--- config.mk ---
export PLATFORM = sky130hd
export DESIGN_NAME = key_sweep_engine
export DESIGN_NICKNAME = d
export VERILOG_FILES = /design/src/rtl/key_sweep_engine.sv
export SDC_FILE = /design/constraint.sdc
export NUM_CORES = 1
export LEC_CHECK = 0
export ABC_AREA = 1
export BUFFER_PORTS_ARGS = -buffer_cell sky130_fd_sc_hd__buf_4
export CORE_ASPECT_RATIO = 0.5
export CORE_MARGIN = 4
export CORE_UTILIZATION = 40
export CTS_CLUSTER_DIAMETER = 100
export CTS_CLUSTER_SIZE = 24
export DETAILED_ROUTE_END_ITERATION = 12
export HOLD_SLACK_MARGIN = 0.15
export PLACE_DENSITY = 0.68
export SLEW_MARGIN = 20
export SYNTH_ARGS = -nofsm -noshare
export SYNTH_HDL_FRONTEND = slang
export SYNTH_SLANG_ARGS = --single-unit
--- constraint.sdc ---
create_clock -name C -period 2.9 [get_ports C]
set_clock_uncertainty 0.15 [all_clocks]
set_input_delay 0.58 -clock C [delete_from_list [all_inputs] [get_ports C]]
set_output_delay 0.58 -clock C [all_outputs]
set_load 0.03 [all_outputs]
--- src/rtl/key_sweep_engine.sv ---
// ---------------------------------------------------------------------------
// key_sweep_engine
//
// Brute-force key search driver for a locked-netlist equivalence miter.
// Key candidates are swept upward from 0. Each candidate is held while every
// input pattern is applied in turn. The first key whose miter match vector
// is all ones on every pattern is reported.
//
// Ports
//   C            clock, rising edge
//   R            synchronous active-high reset, clears every register
//   start        begin a sweep (honoured only in IDLE)
//   abort        stop a sweep (honoured only in TEST)
//   match_in     miter per-output equality, 1 = outputs agree
//   key_out      registered key candidate, to the locked copy's key inputs
//   pat_out      registered input pattern, to the shared primary inputs
//   busy         high while in TEST
//   done         one-cycle pulse when a sweep completes
//   found        a matching key was found (held until the next start)
//   key_found    first matching key (held until the next start)
//   cycle_count  TEST evaluations in the last/current sweep, saturating
// ---------------------------------------------------------------------------
module key_sweep_engine #(
    parameter int KEY_W = 5,
    parameter int IN_W  = 5,
    parameter int OUT_W = 2,
    parameter int CNT_W = 16
) (
    input  logic             C,
    input  logic             R,
    input  logic             start,
    input  logic             abort,
    input  logic [OUT_W-1:0] match_in,
    output logic [KEY_W-1:0] key_out,
    output logic [IN_W-1:0]  pat_out,
    output logic             busy,
    output logic             done,
    output logic             found,
    output logic [KEY_W-1:0] key_found,
    output logic [CNT_W-1:0] cycle_count
);

    localparam logic [1:0] ST_IDLE = 2'd0;
    localparam logic [1:0] ST_TEST = 2'd1;
    localparam logic [1:0] ST_DONE = 2'd2;

    localparam logic [KEY_W-1:0] KEY_MAX = '1;
    localparam logic [IN_W-1:0]  PAT_MAX = '1;
    localparam logic [CNT_W-1:0] CNT_MAX = '1;

    logic [1:0]       state_q, state_d;
    logic [KEY_W-1:0] key_q, key_d;
    logic [IN_W-1:0]  pat_q, pat_d;
    logic             found_q, found_d;
    logic [KEY_W-1:0] key_found_q, key_found_d;
    logic [CNT_W-1:0] cnt_q, cnt_d;

    logic             all_match;

    // The miter is combinational, so match_in already reflects the
    // key/pattern held during the current cycle.
    assign all_match = &match_in;

    always_comb begin
        state_d     = state_q;
        key_d       = key_q;
        pat_d       = pat_q;
        found_d     = found_q;
        key_found_d = key_found_q;
        cnt_d       = cnt_q;

        case (state_q)
            ST_IDLE: begin
                if (start) begin
                    key_d       = '0;
                    pat_d       = '0;
                    found_d     = 1'b0;
                    key_found_d = '0;
                    cnt_d       = '0;
                    state_d     = ST_TEST;
                end
            end

            ST_TEST: begin
                // Every TEST edge is one evaluation, including an aborted one.
                if (cnt_q != CNT_MAX) begin
                    cnt_d = cnt_q + 1'b1;
                end

                if (abort) begin
                    state_d = ST_IDLE;
                end else if (all_match) begin
                    if (pat_q != PAT_MAX) begin
                        pat_d = pat_q + 1'b1;
                    end else begin
                        found_d     = 1'b1;
                        key_found_d = key_q;
                        state_d     = ST_DONE;
                    end
                end else begin
                    // A mismatch rejects this key at once; the pattern sweep
                    // restarts for the next candidate.
                    if (key_q != KEY_MAX) begin
                        key_d = key_q + 1'b1;
                        pat_d = '0;
                    end else begin
                        found_d = 1'b0;
                        state_d = ST_DONE;
                    end
                end
            end

            ST_DONE: begin
                state_d = ST_IDLE;
            end

            default: begin
                state_d = ST_IDLE;
            end
        endcase
    end

    always_ff @(posedge C) begin
        if (R) begin
            state_q     <= ST_IDLE;
            key_q       <= '0;
            pat_q       <= '0;
            found_q     <= 1'b0;
            key_found_q <= '0;
            cnt_q       <= '0;
        end else begin
            state_q     <= state_d;
            key_q       <= key_d;
            pat_q       <= pat_d;
            found_q     <= found_d;
            key_found_q <= key_found_d;
            cnt_q       <= cnt_d;
        end
    end

    assign key_out     = key_q;
    assign pat_out     = pat_q;
    assign busy        = (state_q == ST_TEST);
    assign done        = (state_q == ST_DONE);
    assign found       = found_q;
    assign key_found   = key_found_q;
    assign cycle_count = cnt_q;

endmodule
* Word-level counts from Yosys, hierarchy flattened
Cells that the tools add are included. Widths: inputs -> output; s select.
Operators by class: add/sub/neg operators 3, muxes and demuxes 29, reduce and logical (&&, ||, !) cells 9, eq/ne operators 18
Operator list (number):
- $mux 5 | 11
- $mux 16 | 2
- $pmux 16 s2 | 1
- $pmux 5 s2 | 3
- $reduce_and 5->1 | 4
- $add 16x1->16 const B | 1
- $ne 16x16->1 const B | 1
- $add 5x1->5 const B | 2
- $mux 2 | 5
- $ne 5x5->1 const B | 2
- $ne 2x2->1 const B | 4
- $ne 4x4->1 const B | 2
- $ne 2x1->1 const B | 3
- $ne 3x3->1 const B | 2
- $reduce_and 3->1 | 2
- $mux 1 | 5
- $pmux 2 s2 | 1
- $ne 3x1->1 const B | 1
- $ne 3x2->1 const B | 1
- $eq 2x1->1 const B | 1
- $eq 2x2->1 const B | 1
- $logic_not 2->1 | 1
- $pmux 1 s2 | 1
- $reduce_and 2->1 | 1
- $reduce_bool 2->1 | 1
Storage, ports and cells: word-level logic and storage cells 65, register bits after elaboration 34, output and inout bits 34, input bits 6

* Logic depth before layout (Yosys ltp)
Gate-level depths: netlist of run 1.
depth after elaboration 5, mapped depth 11, mapped depth without buffers 11

* Worst setup path after synthesis of run 1
OpenSTA, ideal clock, no wires.
path type register to register, start point register key_q[1], in the netlist key_out[1], end point register pat_q[3], in the netlist pat_out[3], arrival 1.707 ns, period minus slack after synthesis 1.927 ns, stages on the path, launching flop included 11, required time 2.680 ns, setup time 0.070 ns, buffers on the path 0, setup slack 0.973 ns, cells stage by stage dfxtp_1 ha_1 inv_1 nor3_1 ha_1 nand2_1 nand2_1 nand2_1 nand2_1 o21ai_0 a21oi_1
On the way: word-level cells in the longest chain between the ends 3
Ends and longest elaborated chain:
- start: declaration | RTL line 52 | logic [KEY_W-1:0] key_q, key_d;
- start signal: assignment | RTL line 133 | key_q <= key_d;
- $ne 5x5->1 | RTL line 103 | if (key_q != KEY_MAX) begin
- $ne 3x1->1 (no source line)
- $reduce_and 5->1 (no source line)
- end signal: assignment | RTL line 134 | pat_q <= pat_d;
- end: declaration | RTL line 53 | logic [IN_W-1:0] pat_q, pat_d;
No other way between the ends. A chain may end at the register's enable or synchronous reset.

* Worst setup path in the final report of run 1
start point register state_q[0], end point output busy
On the way: word-level cells in the longest chain between the ends 1
Ends and longest elaborated chain:
- start: declaration | RTL line 51 | logic [1:0] state_q, state_d;
- start signal: assignment | RTL line 132 | state_q <= state_d;
- $eq 2x1->1 | RTL line 143 | assign busy = (state_q == ST_TEST);
- end: declaration | RTL line 36 | output logic busy,
No other way between the ends.

==> flow_summary.toml, run 1 <==
[global_routing]
grt-ovfl-total = 0
grt.total_usage_pct = 16.8
grt_antenna_before_repair = 0
grt_pass1_wl_mm = 8.24
grt_max_degree = 20
grt_pass1_vias = 1798

[sta]
period_needed_ns = 2.05
relSlewSlack_pct = 73.4
grt_setup_unrepaired = "false"
fin_tns_setup_ns = 0
maxSlewViolCount = 0
finalSetupViolations = 0
tightest_slew_ns = 0.397
fin_crit_sh_pct = 70.7
max_freq_mhz = 488
hold_violations = 0

[power_and_ir_drop]
power.total_uw = 974
leakagePower_uw = 0.00102
power_frac_seq_pct = 50.6
powerDensity_nw_per_um2 = 415
irDropWorstVdd_mv = 0.189
pwr-share-clk_pct = 34.7
comb_power_share_pct = 14.7
switching_share_pct = 29.4
p_int_uw = 688
switching_power_uw = 286

[synth]
synth_cell_type_count = 25
syn_inst = 300
seq_area_frac_synth_pct = 35.3
synthesis.area_sq_um = 1930
synth_top_family_by_area = "simple AND/OR/NAND/NOR gates"
syn-num-nets = 312
ys_warn_count = 0
synth-compound-area-share_pct = 13.1
synth_xor_area_share_pct = 0
avgSynthCellArea_sq_um = 6.43
synth-simple-area-share_pct = 38.2
synth_fa_ha_area_share_pct = 3.89
synth_seq_cells = 34
muxShareOfSynthArea_pct = 0

[run]
maxCapViolCount = 0

[clock_tree]
path_clk_slew_ns = 0.07
clock_path_buffers = 2
htreeDepth = 2
cts-root-buf = "clkbuf_8"
numCtsBuffers = 5
holdBufCountCts = 0
clock_sinks = 34
post_cts_buffers = 0
insertion_delay_ns = 0.29
ctsResizeCount = 0
cts_tree = "done"

[worst_setup_path]
critPathKind = "reg2out"
crit_required_ns = 2.17
arrival_ns = 1.32
cpPeakStageDelay_ns = 0.38
crit_fanout = 19
worst_path_max_delay_cell = "dfxtp_1"
r2r_setup_slack_ns = 0.86
path_cells = "nand2_2 -> inv_2 -> buf_4"
cp-end-kind = "output pin"
reg2reg_depth = 9
cp_top_family = "buffers and inverters"
path_buf_inv = 2
crit_cells = 3
crit_path_start_kind = "flip-flop"

[layout]
seqCellArea_sq_um = 681
fin_nets = 353
drive_above_1_share_pct = 18.8
finalNonFillerCells = 407
multi_input_area_sq_um = 1060
fillerInstances = 467
area_delta_synth_final_pct = 21.7
diodes = 0

[worst_hold_path]
hold_depth = 2
hold_class = "reg2reg"

[floorplanning]
dieArea_sq_um = 6060
die_x_microns = 106
io-pin-count = 40
fp-row-count = 17
start_util_pct = 42.6
coreArea_sq_um = 4530
die_y_microns = 57.1

[placement]
hpwl_mm = 3.47
gp_congestion = 0.834
port_buffers = 39
place_inst = 400

[routing]
first_pass_iters = 4
drtAntennaViolNets = 0
wl_mm = 4.68
wl_per_cell_microns = 11.5
vias_per_cell = 4.82
vias = 1961
route.detailed.drc = 0
drt_iter0_drc = 55

[status]
outcome = "completed"
==> sequential cells by signal, summed over array words and instances (netlist names) <==
register,count
pat_out,5
key_out,5
key_found,5
found,1
cycle_count,16
state_q,2
==> tightest hold or removal path, cell delays in order (launching register included) <==
cell     delay, ns
dfxtp_1       0.31
inv_1         0.05
a21oi_1       0.05
==> metal layers <==
layer	GRT usage (%)	vias to the layer above	part of all wire, %	wire length [microns]
met5	0	-	0	0
met4	6.09	0	1.3	61
met3	3.84	7	4.5	212
met2	27.7	43	46	2160
met1	21.6	874	48	2240
li1	-	1037	-	-
==> synth_stat cells (all sizes together) <==
| cell type | count | share of area (%) |
|---|---|---|
| nand2 | 86 | 18 |
| nor2 | 45 | 9.9 |
| inv | 38 | 7.4 |
| dfxtp | 34 | 35 |
| a21oi | 29 | 7.9 |
| nand3 | 26 | 6.7 |
| o21ai | 17 | 4.4 |
| ha | 6 | 3.9 |
| buf | 4 | 1.7 |
| nor3 | 4 | 1.0 |
| nand4 | 3 | 0.97 |
| or2 | 3 | 0.97 |
| clkbuf | 1 | 0.19 |
| clkinv | 1 | 0.19 |
| nor3b | 1 | 0.39 |
| o211ai | 1 | 0.39 |
| o21bai | 1 | 0.39 |
==> final cells by class <==
| type | instances | area share (%) |
|---|---|---|
| Clock buffer | 5 | 2.93 |
| Timing Repair Buffer | 39 | 12.5 |
| Inverter | 39 | 6.24 |
| Clock inverter | 2 | 0.427 |
| Multi-Input combinational cell | 222 | 45.4 |
| Sequential cell | 34 | 29.0 |
| Tap cell | 66 | 3.52 |
==> placed cells by master (no fill, tap or decap), types with 2 or more instances in the layout <==
cell	n
nand2_1	79
nor2_1	42
buf_4	39
inv_1	35
dfxtp_1	34
a21oi_1	27
nand3_1	26
o21ai_0	16
ha_1	6
nand2_2	5
clkbuf_8	5
nor3_1	4
inv_2	3
nor2_4	3
nand4_1	3
or2_2	3
nand2_4	2
a21oi_2	2
clkinv_2	2
==> path summary, 6_finish.rpt <==
check | from | end
min | found$_SDFFE_PP0P_ | found$_SDFFE_PP0P_
max | state_q[0]$_SDFFE_PP0P_ | busy
min reg2reg | found$_SDFFE_PP0P_ | found$_SDFFE_PP0P_
max reg2reg | state_q[0]$_SDFFE_PP0P_ | key_out[3]$_SDFFE_PP0P_
==> logic make-up after synthesis <==
kind of cell	after synthesis
buf+inv	44
compound gates	48
flops	34
fa+ha+maj	6
simple gates	168
==> power by group through the flow <==
stage / sequential (uW) / combinational (uW) / clock, uW
after CTS: 494 / 144 / 342
after floorplan: 529 / 75.8 / 0
after detailed placement: 504 / 143 / 0
after global placement: 504 / 141 / 0
after global routing: 496 / 160 / 364
final: 493 / 143 / 338
==> metrics by stage <==
stage	worst slack, ns	instance area (sq um)	hold WS (ns)	util (%)
2_1_floorplan	0.973	1930	0.420	-
3_3_place_gp	0.926	2270	0.296	50.0
3_5_place_dp	0.907	2270	0.294	50.0
4_1_cts	0.848	2350	0.314	51.8
5_1_grt	0.579	2350	0.346	51.8
6_report	0.851	2350	0.307	51.8
No activity file was read; power rests on OpenSTA's default activity.
==> run 2, diff against run 1 <==
- clock period: 2.9 -> 2.09 ns (I/O delays scaled with it)
==> run 2 against run 1 <==
- total power is 45% higher
- worst hold slack got worse by 0.045 ns
- first-iteration DRC count rose by 11%
- sequential cell count unchanged
- worst setup slack worse by 0.61 ns
- critical path type is now reg2reg
- largest cell class unchanged
==> flow_summary.toml, run 2 (synthesis gave the netlist of run 1 again) <==
[sta]
fin_tns_setup_ns = 0
hold_violations = 0
grt_setup_unrepaired = "false"
relSlewSlack_pct = 72.3
max_freq_mhz = 542
finalWorstSetupSlack_ns = 0.245
fin_crit_sh_pct = 88.3
finalSetupViolations = 0
maxSlewViolCount = 0
period_needed_ns = 1.85
tightest_slew_ns = 0.414

[global_routing]
grt_antenna_before_repair = 0
grt.total_usage_pct = 16.6
grt-ovfl-total = 0
grt_pass1_vias = 1803
grt_max_degree = 19
grt_pass1_wl_mm = 8.30

[clock_tree]
htreeDepth = 2
path_clk_slew_ns = 0.07
post_cts_buffers = 0
clock_path_buffers = 2
cts-root-buf = "clkbuf_8"
cts_tree = "done"
clock_sinks = 34
insertion_delay_ns = 0.29
numCtsBuffers = 5

[power_and_ir_drop]
leakagePower_uw = 0.00103
comb_power_share_pct = 14.4
pwr-share-clk_pct = 37.1
p_int_uw = 1000
switching_share_pct = 29.2
power_frac_seq_pct = 48.5
switching_power_uw = 413
powerDensity_nw_per_um2 = 592
irDropWorstVdd_mv = 0.259

[placement]
gp_congestion = 0.830
hpwl_mm = 3.55
port_buffers = 39
pre_cts_ws_ns = 0.107

[layout]
multi_input_area_sq_um = 1070
drive_above_1_share_pct = 20.6
fillerInstances = 473
diodes = 0
fin_nets = 355
final_common_cell = "nand2_1"
final_cell_mix = "nand2_1, nor2_1, buf_4, inv_1, dfxtp_1"
largest_register_ffs = 16
seqCellArea_sq_um = 682
area_delta_synth_final_pct = 23.9

[worst_setup_path]
worst_path_most_repeated_cell = "nand2_1"
path_cells = "ha_1 -> nand2_1 -> nor2_1 -> ha_1 -> nand2_1 -> nand2_1 -> nand2_1 -> nand2_2 -> o21ai_0 -> nor2_1"
worst_path_max_delay_cell = "dfxtp_1"
reg2reg_depth = 10
crit_path_start_kind = "flip-flop"
arrival_ns = 1.89
critPathKind = "reg2reg"
cpPeakStageDelay_ns = 0.36
crit_required_ns = 2.13
crit_fanout = 7
cp-end-kind = "flip-flop"

[worst_hold_path]
hold_depth = 4
hold_class = "in2reg"

[routing]
vias = 1966
vias_per_cell = 4.80
drtAntennaViolNets = 0
drt_iter0_drc = 61
route.detailed.drc = 0
wl_mm = 4.76
wl_per_cell_microns = 11.6
first_pass_iters = 4

[floorplanning]
start_util_pct = 42.6
io-pin-count = 40
die_y_microns = 57.1
die_x_microns = 106
coreArea_sq_um = 4530
fp-row-count = 17
dieArea_sq_um = 6060

[status]
outcome = "completed"

[run]
maxCapViolCount = 0
run 2: cell types whose count changed in the layout (fill, tap and decap cells not counted), sizes merged:
cell	previous run	this run
clkinv	3	2
buf	39	41
clkbuf	5	6
clkinvlp	0	1
run 2: power by group through the flow:
stage	sequential (uW)	clock (uW)	combinational, uW
6_report	685	525	203
3_3_place_gp	700	0	200
3_5_place_dp	700	0	203
5_1_grt	688	578	227
2_1_floorplan	735	0	105
4_1_cts	685	531	203
run 2: timing repair:
action	in CTS	in global routing
hold buffers	0	0
resized for setup	0	4
hold endpoints to repair	0	0
setup endpoints to repair	0	11
run 2: stage by stage:
stage	hold slack (ns)	power (uW)	utilization (%)	instances	instance area, sq um
after floorplan	0.420	840	-	300	1930
after global placement	0.289	900	50.4	402	2280
after detailed placement	0.287	903	50.4	402	2280
after CTS	0.241	1420	52.5	410	2380
after global routing	0.272	1490	52.7	410	2390
final	0.262	1410	52.7	410	2390
run 2: area by class of cell:
cell class                      instances  share of cell area (%)
Clock buffer                            6                    3.46
Inverter                               39                    6.13
Clock inverter                          2                   0.524
Multi-Input combinational cell        222                    45.0
Sequential cell                        34                    28.5
Timing Repair Buffer                   41                    12.9
Tap cell                               66                    3.46
run 2: path summary, 6_finish.rpt:
check | startpoint | to | slack, ns
min | abort | state_q[1]$_SDFFE_PP0P_ | 0.26
max reg2reg | pat_out[0]$_SDFFE_PP0P_ | pat_out[0]$_SDFFE_PP0P_ | 0.24
max | pat_out[0]$_SDFFE_PP0P_ | pat_out[0]$_SDFFE_PP0P_ | 0.24
min reg2reg | found$_SDFFE_PP0P_ | found$_SDFFE_PP0P_ | 0.30
run 2: worst max-delay path, delay by kind of cell, from the launching register on:
| kind | cells | cell delay [ns] |
|---|---|---|
| and+or+nand+nor | 7 | 0.64 |
| adders and majority gates | 2 | 0.42 |
| DFF | 1 | 0.36 |
| AOI/OAI and AO/OA | 1 | 0.19 |
run 2: routing by layer:
| metal | share of wire (%) | up-vias | GRT usage, % |
|---|---|---|---|
| li1 | - | 1040 | - |
| met1 | 48 | 870 | 22.4 |
| met2 | 45 | 49 | 26.6 |
| met3 | 5.6 | 7 | 3.95 |
| met4 | 1.2 | 0 | 4.98 |
| met5 | 0 | - | 0 |
==> run 3, diff against run 2 <==
- CORE_ASPECT_RATIO: 0.5 -> 1.75
- SLEW_MARGIN: 20 -> default
==> run 3 against run 2 <==
- cell area shrank 0.10%
- routed wire length grew 5.2%
- final cell count shrank 2.7%
- fmax shrank 1.5%
- clock power shrank 3%
- sequential cell count is the same
- worst hold slack lost 0.0082 ns
- global-route usage grew 1.2 points
- worst setup slack lost 0.027 ns
- count of clock-buffer cells in the layout grew 1
- die area shrank 0.40%
- highest routed layer unchanged
==> flow_summary.toml, run 3 (synthesis gave the netlist of run 1 again) <==
[status]
outcome = "completed"

[worst_setup_path]
path_cells = "ha_1 -> nand3_1 -> inv_2 -> nand2_2 -> nor2_4 -> nand2_4 -> nand2_4 -> nand2_1 -> a21oi_2"
worst_path_max_delay_cell = "dfxtp_1"
crit_fanout = 12
arrival_ns = 1.95
worst_path_most_repeated_cell = "nand2_4"
cpPeakStageDelay_ns = 0.40
crit_path_start_kind = "flip-flop"
cp-end-kind = "flip-flop"
crit_required_ns = 2.17
critPathKind = "reg2reg"

[global_routing]
grt_antenna_before_repair = 0
grt.total_usage_pct = 17.8
grt_max_degree = 19
grt_pass1_vias = 1812
grt-ovfl-total = 0
grt_pass1_wl_mm = 8.22

[routing]
vias = 1998
drt_iter0_drc = 92
route.detailed.drc = 0
wl_per_cell_microns = 12.5
first_pass_iters = 4
drtAntennaViolNets = 0
vias_per_cell = 5.01
wl_mm = 5.00

[clock_tree]
holdBufCountCts = 0
htreeDepth = 2
clock_sinks = 34
insertion_delay_ns = 0.29
path_clk_slew_ns = 0.07
clock_path_buffers = 2
cts_tree = "done"
numCtsBuffers = 5
cts-root-buf = "clkbuf_8"

[worst_hold_path]
hold_class = "in2reg"

[floorplanning]
coreArea_sq_um = 4670
start_util_pct = 41.3
dieArea_sq_um = 6040
io-pin-count = 40
die_x_microns = 60.5
die_y_microns = 99.8
fp-row-count = 33

[sta]
grt_setup_unrepaired = "false"
relSlewSlack_pct = 71.5
finalSetupViolations = 0
max_freq_mhz = 534
finalWorstSetupSlack_ns = 0.218
fin_crit_sh_pct = 89.6
period_needed_ns = 1.87
tightest_slew_ns = 0.426
maxSlewViolCount = 0
fin_tns_setup_ns = 0
hold_violations = 0

[layout]
area_delta_synth_final_pct = 23.8
drive_above_1_share_pct = 20.5
fin_nets = 358
largest_register_ffs = 16
final_cell_mix = "nand2_1, buf_4, nor2_1, inv_1, dfxtp_1"
final_common_cell = "nand2_1"
diodes = 0

[power_and_ir_drop]
leakagePower_uw = 0.00105
irDropWorstVdd_mv = 0.388
powerDensity_nw_per_um2 = 588

[run]
maxCapViolCount = 0

[placement]
pre_cts_ws_ns = 0.141
gp_congestion = 0.873
port_buffers = 39
hpwl_mm = 3.82
==> run 3: final timing paths <==
path / startpoint / endpoint / slack, ns / cells past startpoint
max: cycle_count[0]$_SDFFE_PP0P_ / cycle_count[5]$_SDFFE_PP0P_ / 0.22 / 9
min reg2reg: found$_SDFFE_PP0P_ / found$_SDFFE_PP0P_ / 0.30 / 2
max reg2reg: cycle_count[0]$_SDFFE_PP0P_ / cycle_count[5]$_SDFFE_PP0P_ / 0.22 / 9
min: abort / state_q[1]$_SDFFE_PP0P_ / 0.25 / 4
==> run 3: worst max-delay path: cells and delay by family, from the launching register on <==
kind / cells / cell delay [ns]
and+or+nand+nor: 6 / 0.70
DFF: 1 / 0.40
adders and majority gates: 1 / 0.26
buffers and inverters: 1 / 0.16
AOI/OAI and AO/OA: 1 / 0.13
==> run 3: metrics by stage <==
stage          instances  cell area (sq um)  utilization (%)  total power, uW  hold WS [ns]
6_report             399               2390             51.1             1400         0.254
5_1_grt              399               2390             51.1             1470         0.261
4_1_cts              399               2380             51.0             1420         0.242
3_5_place_dp         391               2290             49.0              911         0.284
3_3_place_gp         391               2290             49.0              908         0.288
2_1_floorplan        300               1930                -              840         0.420
==> run 3: cell type report <==
cell class | instances | area (sq um)
timing repair buffer | 44 | 330
clock inverter | 1 | 5.00
sequential | 34 | 681
inverter | 39 | 146
tap | 52 | 65.1
multi-input combinational | 222 | 1070
fill | 483 | 2280
clock buffer | 7 | 86.3
==> run 3: metal layers <==
| metal | vias to the layer above | wire, microns | share of wire, % | global-route usage, % |
|---|---|---|---|---|
| li1 | 1046 | - | - | - |
| met1 | 895 | 1950 | 39 | 18.5 |
| met2 | 44 | 2620 | 52 | 31.8 |
| met3 | 13 | 250 | 5.0 | 3.73 |
| met4 | 0 | 186 | 3.7 | 9.85 |
| met5 | - | 0 | 0 | 0 |
==> run 3: power breakdown <==
| group | total [uW] | internal, uW | switching (uW) |
|---|---|---|---|
| clock | 508 | 266 | 242 |
| sequential | 685 | 668 | 16.7 |
| combinational | 210 | 70.7 | 139 |
==> run 3: what timing repair did <==
action,CTS,global route
gates resized for setup,0,2
buffers inserted,0,0
endpoints found under the setup margin,0,5
